File: config.mk
export PLATFORM = sky130hd
export DESIGN_NAME = ex_stage
export DESIGN_NICKNAME = d
export VERILOG_FILES = /design/src/rtl/ex_pkg.sv /design/src/rtl/ex_mul.sv /design/src/rtl/ex_stage.sv
export SDC_FILE = /design/constraint.sdc
export NUM_CORES = 2
export LEC_CHECK = 0
export BUFFER_PORTS_ARGS = -buffer_cell sky130_fd_sc_hd__clkbuf_2
export CORE_MARGIN = 2
export CORE_UTILIZATION = 40
export CTS_CLUSTER_DIAMETER = 80
export DETAILED_ROUTE_END_ITERATION = 8
export GPL_TIMING_DRIVEN = 0
export SYNTH_ARGS = -nofsm -noshare
export SYNTH_HDL_FRONTEND = slang
export SYNTH_SLANG_ARGS = --single-unit
File: constraint.sdc
create_clock -name clk -period 11.5 [get_ports clk]
set_clock_uncertainty 0.2 [all_clocks]
set_input_delay 0.575 -clock clk [delete_from_list [all_inputs] [get_ports clk]]
set_output_delay 0.575 -clock clk [all_outputs]
set_load 0.02 [all_outputs]
File: src/rtl/ex_pkg.sv
// ex_pkg: opcodes, result selects, constants and FSM encoding shared by the execute stage
package ex_pkg;
   localparam int RegBus    = 32;
   localparam int RegAddBus = 5;
   localparam int AluOpBus  = 8;
   localparam int AluSelBus = 3;
   localparam logic Stop         = 1'b1;
   localparam logic NoStop       = 1'b0;
   localparam logic RstEnable    = 1'b1;
   localparam logic WriteEnable  = 1'b1;
   localparam logic WriteDisable = 1'b0;
   localparam logic [RegBus-1:0]    ZeroWord   = '0;
   localparam logic [RegAddBus-1:0] NOPRegAddr = '0;
   localparam logic [7:0] EXE_NOP_OP   = 8'b0000_0000;
   localparam logic [7:0] EXE_AND_OP   = 8'b0010_0100;
   localparam logic [7:0] EXE_OR_OP    = 8'b0010_0101;
   localparam logic [7:0] EXE_XOR_OP   = 8'b0010_0110;
   localparam logic [7:0] EXE_NOR_OP   = 8'b0010_0111;
   localparam logic [7:0] EXE_SLL_OP   = 8'b0111_1100;
   localparam logic [7:0] EXE_SRL_OP   = 8'b0000_0010;
   localparam logic [7:0] EXE_SRA_OP   = 8'b0000_0011;
   localparam logic [7:0] EXE_MFHI_OP  = 8'b0001_0000;
   localparam logic [7:0] EXE_MTHI_OP  = 8'b0001_0001;
   localparam logic [7:0] EXE_MFLO_OP  = 8'b0001_0010;
   localparam logic [7:0] EXE_MTLO_OP  = 8'b0001_0011;
   localparam logic [7:0] EXE_SLT_OP   = 8'b0010_1010;
   localparam logic [7:0] EXE_SLTU_OP  = 8'b0010_1011;
   localparam logic [7:0] EXE_ADD_OP   = 8'b0010_0000;
   localparam logic [7:0] EXE_ADDU_OP  = 8'b0010_0001;
   localparam logic [7:0] EXE_SUB_OP   = 8'b0010_0010;
   localparam logic [7:0] EXE_SUBU_OP  = 8'b0010_0011;
   localparam logic [7:0] EXE_ADDI_OP  = 8'b0101_0101;
   localparam logic [7:0] EXE_ADDIU_OP = 8'b0101_0110;
   localparam logic [7:0] EXE_MULT_OP  = 8'b0001_1000;
   localparam logic [7:0] EXE_MULTU_OP = 8'b0001_1001;
   localparam logic [7:0] EXE_MUL_OP   = 8'b1010_1001;
   localparam logic [7:0] EXE_MADD_OP  = 8'b1010_0110;
   localparam logic [7:0] EXE_MADDU_OP = 8'b1010_1000;
   localparam logic [7:0] EXE_MSUB_OP  = 8'b1010_1010;
   localparam logic [7:0] EXE_MSUBU_OP = 8'b1010_1011;
   localparam logic [2:0] EXE_RES_NOP        = 3'b000;
   localparam logic [2:0] EXE_RES_LOGIC      = 3'b001;
   localparam logic [2:0] EXE_RES_SHIFT      = 3'b010;
   localparam logic [2:0] EXE_RES_MOVE       = 3'b011;
   localparam logic [2:0] EXE_RES_ARITHMETIC = 3'b100;
   localparam logic [2:0] EXE_RES_MUL        = 3'b101;
   typedef enum logic {IDLE, ACC} madd_state_t;
   function automatic logic is_madd(input logic [AluOpBus-1:0] op);
      return op inside {EXE_MADD_OP, EXE_MADDU_OP, EXE_MSUB_OP, EXE_MSUBU_OP};
   endfunction
endpackage

File: src/rtl/ex_mul.sv
// ex_mul: combinational 32x32 -> 64 multiplier, signed or unsigned by signed_i
module ex_mul
   import ex_pkg::*;
(
   input  logic                signed_i,
   input  logic [RegBus-1:0]   a,
   input  logic [RegBus-1:0]   b,
   output logic [2*RegBus-1:0] p
);
   logic [2*RegBus-1:0] ax, bx;
   // low 64 bits of the extended product are the signed product when sign-extended
   assign ax = {{RegBus{signed_i & a[RegBus-1]}}, a};
   assign bx = {{RegBus{signed_i & b[RegBus-1]}}, b};
   assign p  = ax * bx;
endmodule

File: src/rtl/ex_stage.sv
// ex_stage: MIPS32 execute stage with HI/LO forwarding and a two-cycle multiply-accumulate
module ex_stage
   import ex_pkg::*;
(
   input  logic                 clk,
   input  logic                 rst,
   input  logic [AluOpBus-1:0]  aluop_i,
   input  logic [AluSelBus-1:0] alusel_i,
   input  logic [RegBus-1:0]    reg1_i,
   input  logic [RegBus-1:0]    reg2_i,
   input  logic [RegAddBus-1:0] wd_i,
   input  logic                 wreg_i,
   input  logic [5:0]           stall,
   input  logic [RegBus-1:0]    hi_i,
   input  logic [RegBus-1:0]    lo_i,
   input  logic                 mem_whilo,
   input  logic [RegBus-1:0]    mem_hi,
   input  logic [RegBus-1:0]    mem_lo,
   input  logic                 wb_whilo,
   input  logic [RegBus-1:0]    wb_hi,
   input  logic [RegBus-1:0]    wb_lo,
   output logic [RegAddBus-1:0] wd_o,
   output logic                 wreg_o,
   output logic [RegBus-1:0]    wdata_o,
   output logic                 whilo_o,
   output logic [RegBus-1:0]    hi_o,
   output logic [RegBus-1:0]    lo_o,
   output logic                 stallreq_o
);
   madd_state_t         state;
   logic [2*RegBus-1:0] prod, mulacc_q, acc_sum;
   logic [RegBus-1:0]   hi_f, lo_f, sum, sra_res, logic_res, shift_res, move_res, arith_res, mul_res;
   logic                madd, acc, mult, is_sub, ov, trap_ov, unused;
   assign hi_f    = mem_whilo ? mem_hi : wb_whilo ? wb_hi : hi_i;
   assign lo_f    = mem_whilo ? mem_lo : wb_whilo ? wb_lo : lo_i;
   assign madd    = is_madd(aluop_i);
   assign acc     = madd && state == ACC;
   assign mult    = aluop_i inside {EXE_MULT_OP, EXE_MULTU_OP};
   assign unused  = ^{stall[5], stall[3:0]};
   ex_mul u_mul (
      .signed_i(aluop_i inside {EXE_MULT_OP, EXE_MUL_OP, EXE_MADD_OP, EXE_MSUB_OP}),
      .a       (reg1_i),
      .b       (reg2_i),
      .p       (prod)
   );
   assign is_sub  = aluop_i inside {EXE_SUB_OP, EXE_SUBU_OP};
   assign sum     = reg1_i + (is_sub ? ~reg2_i : reg2_i) + RegBus'(is_sub);
   assign ov      = (is_sub ? reg1_i[31] != reg2_i[31] : reg1_i[31] == reg2_i[31]) && sum[31] != reg1_i[31];
   assign trap_ov = ov && aluop_i inside {EXE_ADD_OP, EXE_ADDI_OP, EXE_SUB_OP};
   assign sra_res = $signed(reg2_i) >>> reg1_i[4:0];
   assign acc_sum = {hi_f, lo_f} + mulacc_q;
   always_comb begin
      logic_res = aluop_i == EXE_OR_OP  ? reg1_i | reg2_i :
                  aluop_i == EXE_AND_OP ? reg1_i & reg2_i :
                  aluop_i == EXE_XOR_OP ? reg1_i ^ reg2_i :
                  aluop_i == EXE_NOR_OP ? ~(reg1_i | reg2_i) : ZeroWord;
      shift_res = aluop_i == EXE_SLL_OP ? reg2_i << reg1_i[4:0] :
                  aluop_i == EXE_SRL_OP ? reg2_i >> reg1_i[4:0] :
                  aluop_i == EXE_SRA_OP ? sra_res : ZeroWord;
      move_res  = aluop_i == EXE_MFHI_OP ? hi_f : aluop_i == EXE_MFLO_OP ? lo_f : ZeroWord;
      arith_res = aluop_i inside {EXE_ADD_OP, EXE_ADDU_OP, EXE_ADDI_OP, EXE_ADDIU_OP, EXE_SUB_OP, EXE_SUBU_OP} ? sum :
                  aluop_i == EXE_SLT_OP  ? {31'b0, $signed(reg1_i) < $signed(reg2_i)} :
                  aluop_i == EXE_SLTU_OP ? {31'b0, reg1_i < reg2_i} : ZeroWord;
      mul_res   = aluop_i == EXE_MUL_OP ? prod[RegBus-1:0] : ZeroWord;
   end
   always_comb begin
      wd_o       = rst ? NOPRegAddr : wd_i;
      wreg_o     = rst || trap_ov ? WriteDisable : wreg_i;
      wdata_o    = rst                                ? ZeroWord  :
                   alusel_i == EXE_RES_LOGIC          ? logic_res :
                   alusel_i == EXE_RES_SHIFT          ? shift_res :
                   alusel_i == EXE_RES_MOVE           ? move_res  :
                   alusel_i == EXE_RES_ARITHMETIC     ? arith_res :
                   alusel_i == EXE_RES_MUL            ? mul_res   : ZeroWord;
      whilo_o    = !rst && (madd ? state == ACC : mult || aluop_i inside {EXE_MTHI_OP, EXE_MTLO_OP});
      hi_o       = rst ? ZeroWord : acc ? acc_sum[63:32] : mult ? prod[63:32] :
                   aluop_i == EXE_MTHI_OP ? reg1_i : aluop_i == EXE_MTLO_OP ? hi_f : ZeroWord;
      lo_o       = rst ? ZeroWord : acc ? acc_sum[31:0] : mult ? prod[31:0] :
                   aluop_i == EXE_MTLO_OP ? reg1_i : aluop_i == EXE_MTHI_OP ? lo_f : ZeroWord;
      stallreq_o = !rst && madd && state == IDLE;
   end
   // ACC is left on a non-madd op (flush/bubble) or once EX/MEM accepts the result
   always_ff @(posedge clk)
      if (rst) begin
         state    <= IDLE;
         mulacc_q <= '0;
      end else if (state == IDLE) begin
         if (madd) begin
            state    <= ACC;
            mulacc_q <= aluop_i inside {EXE_MSUB_OP, EXE_MSUBU_OP} ? -prod : prod;
         end
      end else if (!madd || stall[4] == NoStop) state <= IDLE;
endmodule
==> impl_results.md <==
* Status: finished with violations
* Failing checks: design-rule violations, max-capacitance violations, max-slew violations, negative setup slack
* Tmin final at 11.52 ns
* Synth Area in Adders at 0.485
* Hold Vio Cnt, Final at 0
* Register area share after synthesis at 0.0229
* Initial antenna violation count at 41
* FF-to-FF setup slack at 8.45 ns
* Clock root buffer: clkbuf_16
* First-pass GRT wire length at 439000 µm
* Fraction of registers with async set/reset at 0
* Worst Max-Slew Pin Slew at 1.72 ns
* TritonCTS clock tree: yes
* Post-Synth XOR/XNOR Area at 0.0409
* Number of enable flip-flop cells after synthesis at 0
* IO buf count at 376
* Top-area cell type share of the netlist area at 0.396
* Die Area at 145000 µm²
* Avg WL per Cell at about 34 µm
* Sum Neg Setup Slack at -0.0273 ns
* Reg2reg end: mulacc_q[1]$_SDFFE_PP0P_
* Hold Path Origin: stall[4]
* Final Wtd Congestion at 1.07
* Hold buffers post-CTS at 0
* Max clock buf depth at 2
* Post-synthesis mux area share at 0.0358
* Num ports at 387
* Synthesized instance count at 7156
* Predominant post-synthesis flop cell: dfxtp_1
* HP Class: input pin to register
* Setup WS post-layout at -0.0212 ns
* CTS buffer count at 9
* Die W at 381 µm
* Fin nets at 9355
* Clk slew on worst S/H paths at 0.07 ns
* Hold path endpoint: state$_SDFF_PP0_
* Area delta synth->final at 9.41%
* Max-Slew Margin vs Limit at -0.156
* Vias/cell at 6.10
* Final Core Density at 0.441
* Mapped Area at 56900 µm²
* GRT overflow at 0
* Reg2Reg Depth at 5
* Drc violations at 57
* Post-Syn Nets at 8968
* Largest family of logic cells by synthesized area: adder cells
* WS Path Type: input pin to output pin
* Final Cycle Share at 1.00
* Largest net degree at the start of global routing at 25
* Final Max Slew Viols at 40
* Number of nets still failing antenna checks after routing at 0
* Worst path required time at around 11 ns
* Hold path depth at 2
* Setup Viol. Count Final at 2
* Synth area leaders: fa_1 (40%), ha_1 (8.8%), inv_1 (8.3%), nand2_1 (7.5%), nor2_1 (3.7%)
* #FFs+latches synth at 65
* Starting Density at 0.403
* Core area at 141000 µm²
* RSZ-0062 raised after global routing: true
* Hpwl dp at 271000 µm
* Detailed Routing Iterations Pass 1 at 9
* Post-synthesis simple-gate area fraction at 0.155
* Final wirelength at 318000 µm
* Chip Height at around 380 µm
* MaxCap Viol Count at 7
* Startpoint Class: input pin
* Yosys cell types at roughly 100
* Share of post-route cells with drive strength above 1 at 0.0859
* CTS H-tree lvls at 3
* Fmax at 86.8 MHz
* Vias in the first global route at 56500
* Total of warnings raised by yosys at 0
* Compound-Gate Fraction of Synth Area at 0.145
* Syn avg cell area at 7.96 µm²
* CP arrival at 10.75 ns
* Routed via count at 57700
* Clock Latency Late Sink at 0.38 ns
* Total track usage at 0.432
* Worst setup EP type: output pin
* Clk sink count at between 60 and 70
* Reg-to-Reg Start: state$_SDFF_PP0_
* CP Max Fanout at 10
* Post-synth top area cell: fa_1
* # rows at 138
* Starting DRT DRC Count at roughly 7400
* FILL cells at 14700
## worst max path at each step
stage	startpoint	endpoint	slack (ns)	depth (start not counted)
global placement	reg1_i[2]	hi_o[29]	-2.96	31
finish	reg2_i[23]	hi_o[10]	-0.02	28
CTS	aluop_i[5]	hi_o[27]	0.001	36
detailed placement	aluop_i[5]	hi_o[27]	-2.46	36
floorplan	aluop_i[1]	hi_o[25]	0.71	34
global route	aluop_i[4]	hi_o[27]	-0.02	35
## cells in the mapped netlist, drive strengths merged, types with 66 or more instances
library cell / count
xor2: 83
a21oi: 345
mux2i: 163
clkbuf: 349
fa: 1127
buf: 112
inv: 1262
a21o: 79
nand3: 66
ha: 402
nor2: 562
nand2: 1142
xnor2: 183
o21ai: 359
## metrics by stage
step	hold WS (ns)	cells	cell area, µm²	setup slack [ns]
floorplan	0.230	7156	56900	0.713
global placement	0.248	9422	61200	-2.96
detailed placement	0.247	9440	61400	-2.46
CTS	0.256	9438	62000	0.00135
global route	0.266	9440	62300	-0.0248
finish	0.246	9453	62300	-0.0212
## routing by layer
metal / track usage / wire (µm) / part of all wire / vias up
met4: 0.289 / 27100 / 0.085 / 32
met5: 0 / 324 / 0.0010 / -
met3: 0.132 / 38100 / 0.12 / 978
li1: - / - / - / 23500
met2: 0.615 / 131000 / 0.41 / 3975
met1: 0.561 / 122000 / 0.38 / 29200
## final cells by class
type | instances | area [µm²] | area share
timing repair buffer | 417 | 2240 | 0.0359
clock buffer | 9 | 225 | 0.00361
antenna | 15 | 37.5 | 0.000602
buffer | 422 | 1790 | 0.0287
tap | 1890 | 2360 | 0.0380
multi-input combinational | 5346 | 49500 | 0.794
clock inverter | 7 | 61.3 | 0.000984
inverter | 1282 | 4830 | 0.0775
sequential | 65 | 1300 | 0.0209
## flip-flops by register name, indices dropped and copies added, names as in the netlist
name / flops
mulacc_q: 64
state: 1
## layout by cell type (no fill, tap or decap), drive strengths merged, types with 66 or more instances in the layout
| cell type | count |
|---|---|
| fa | 1127 |
| ha | 402 |
| nand2 | 1142 |
| mux2i | 163 |
| nor2 | 562 |
| a21o | 79 |
| nand3 | 66 |
| clkbuf | 696 |
| a21oi | 345 |
| buf | 144 |
| xor2 | 83 |
| inv | 1262 |
| xnor2 | 183 |
| o21ai | 359 |
## kinds of logic after synthesis
logic type                 Yosys count
adders and majority gates         1529
buffers and inverters             1745
DFF                                 65
and+or+nand+nor                   2091
AOI/OAI and AO/OA                 1277
xor gates and xnor gates           266
muxes                              183
## critical path, stage by stage
cell and delay, ns:
clkbuf_2 0.14, clkbuf_1 1.10, clkbuf_1 0.80, nand2_1 0.16
fa_1 0.52, inv_1 0.05, fa_1 0.47, inv_1 0.06
fa_1 0.48, fa_1 0.55, inv_1 0.05, fa_1 0.48
inv_1 0.05, fa_1 0.49, fa_1 0.50, inv_1 0.05
fa_1 0.61, ha_1 0.50, and4_1 0.24, and2_1 0.17
nand2_1 0.08, a211oi_1 0.71, o21ai_0 0.35, and3_1 0.23
nor3_1 0.60, nand2_1 0.16, a21oi_1 0.32, clkbuf_2 0.24
## what timing repair did
| item | in CTS | in global routing |
|---|---|---|
| gates resized for setup | 102 | 88 |
| gates cloned | 0 | 0 |
| endpoints found under the setup margin | 93 | 50 |
| setup buffers | 9 | 11 |
| hold endpoints to repair | 0 | 0 |
| pin swaps | 12 | 15 |
Power is not shown: default switching activity piles up to over one toggle a cycle in this logic, so the estimate is an artifact.
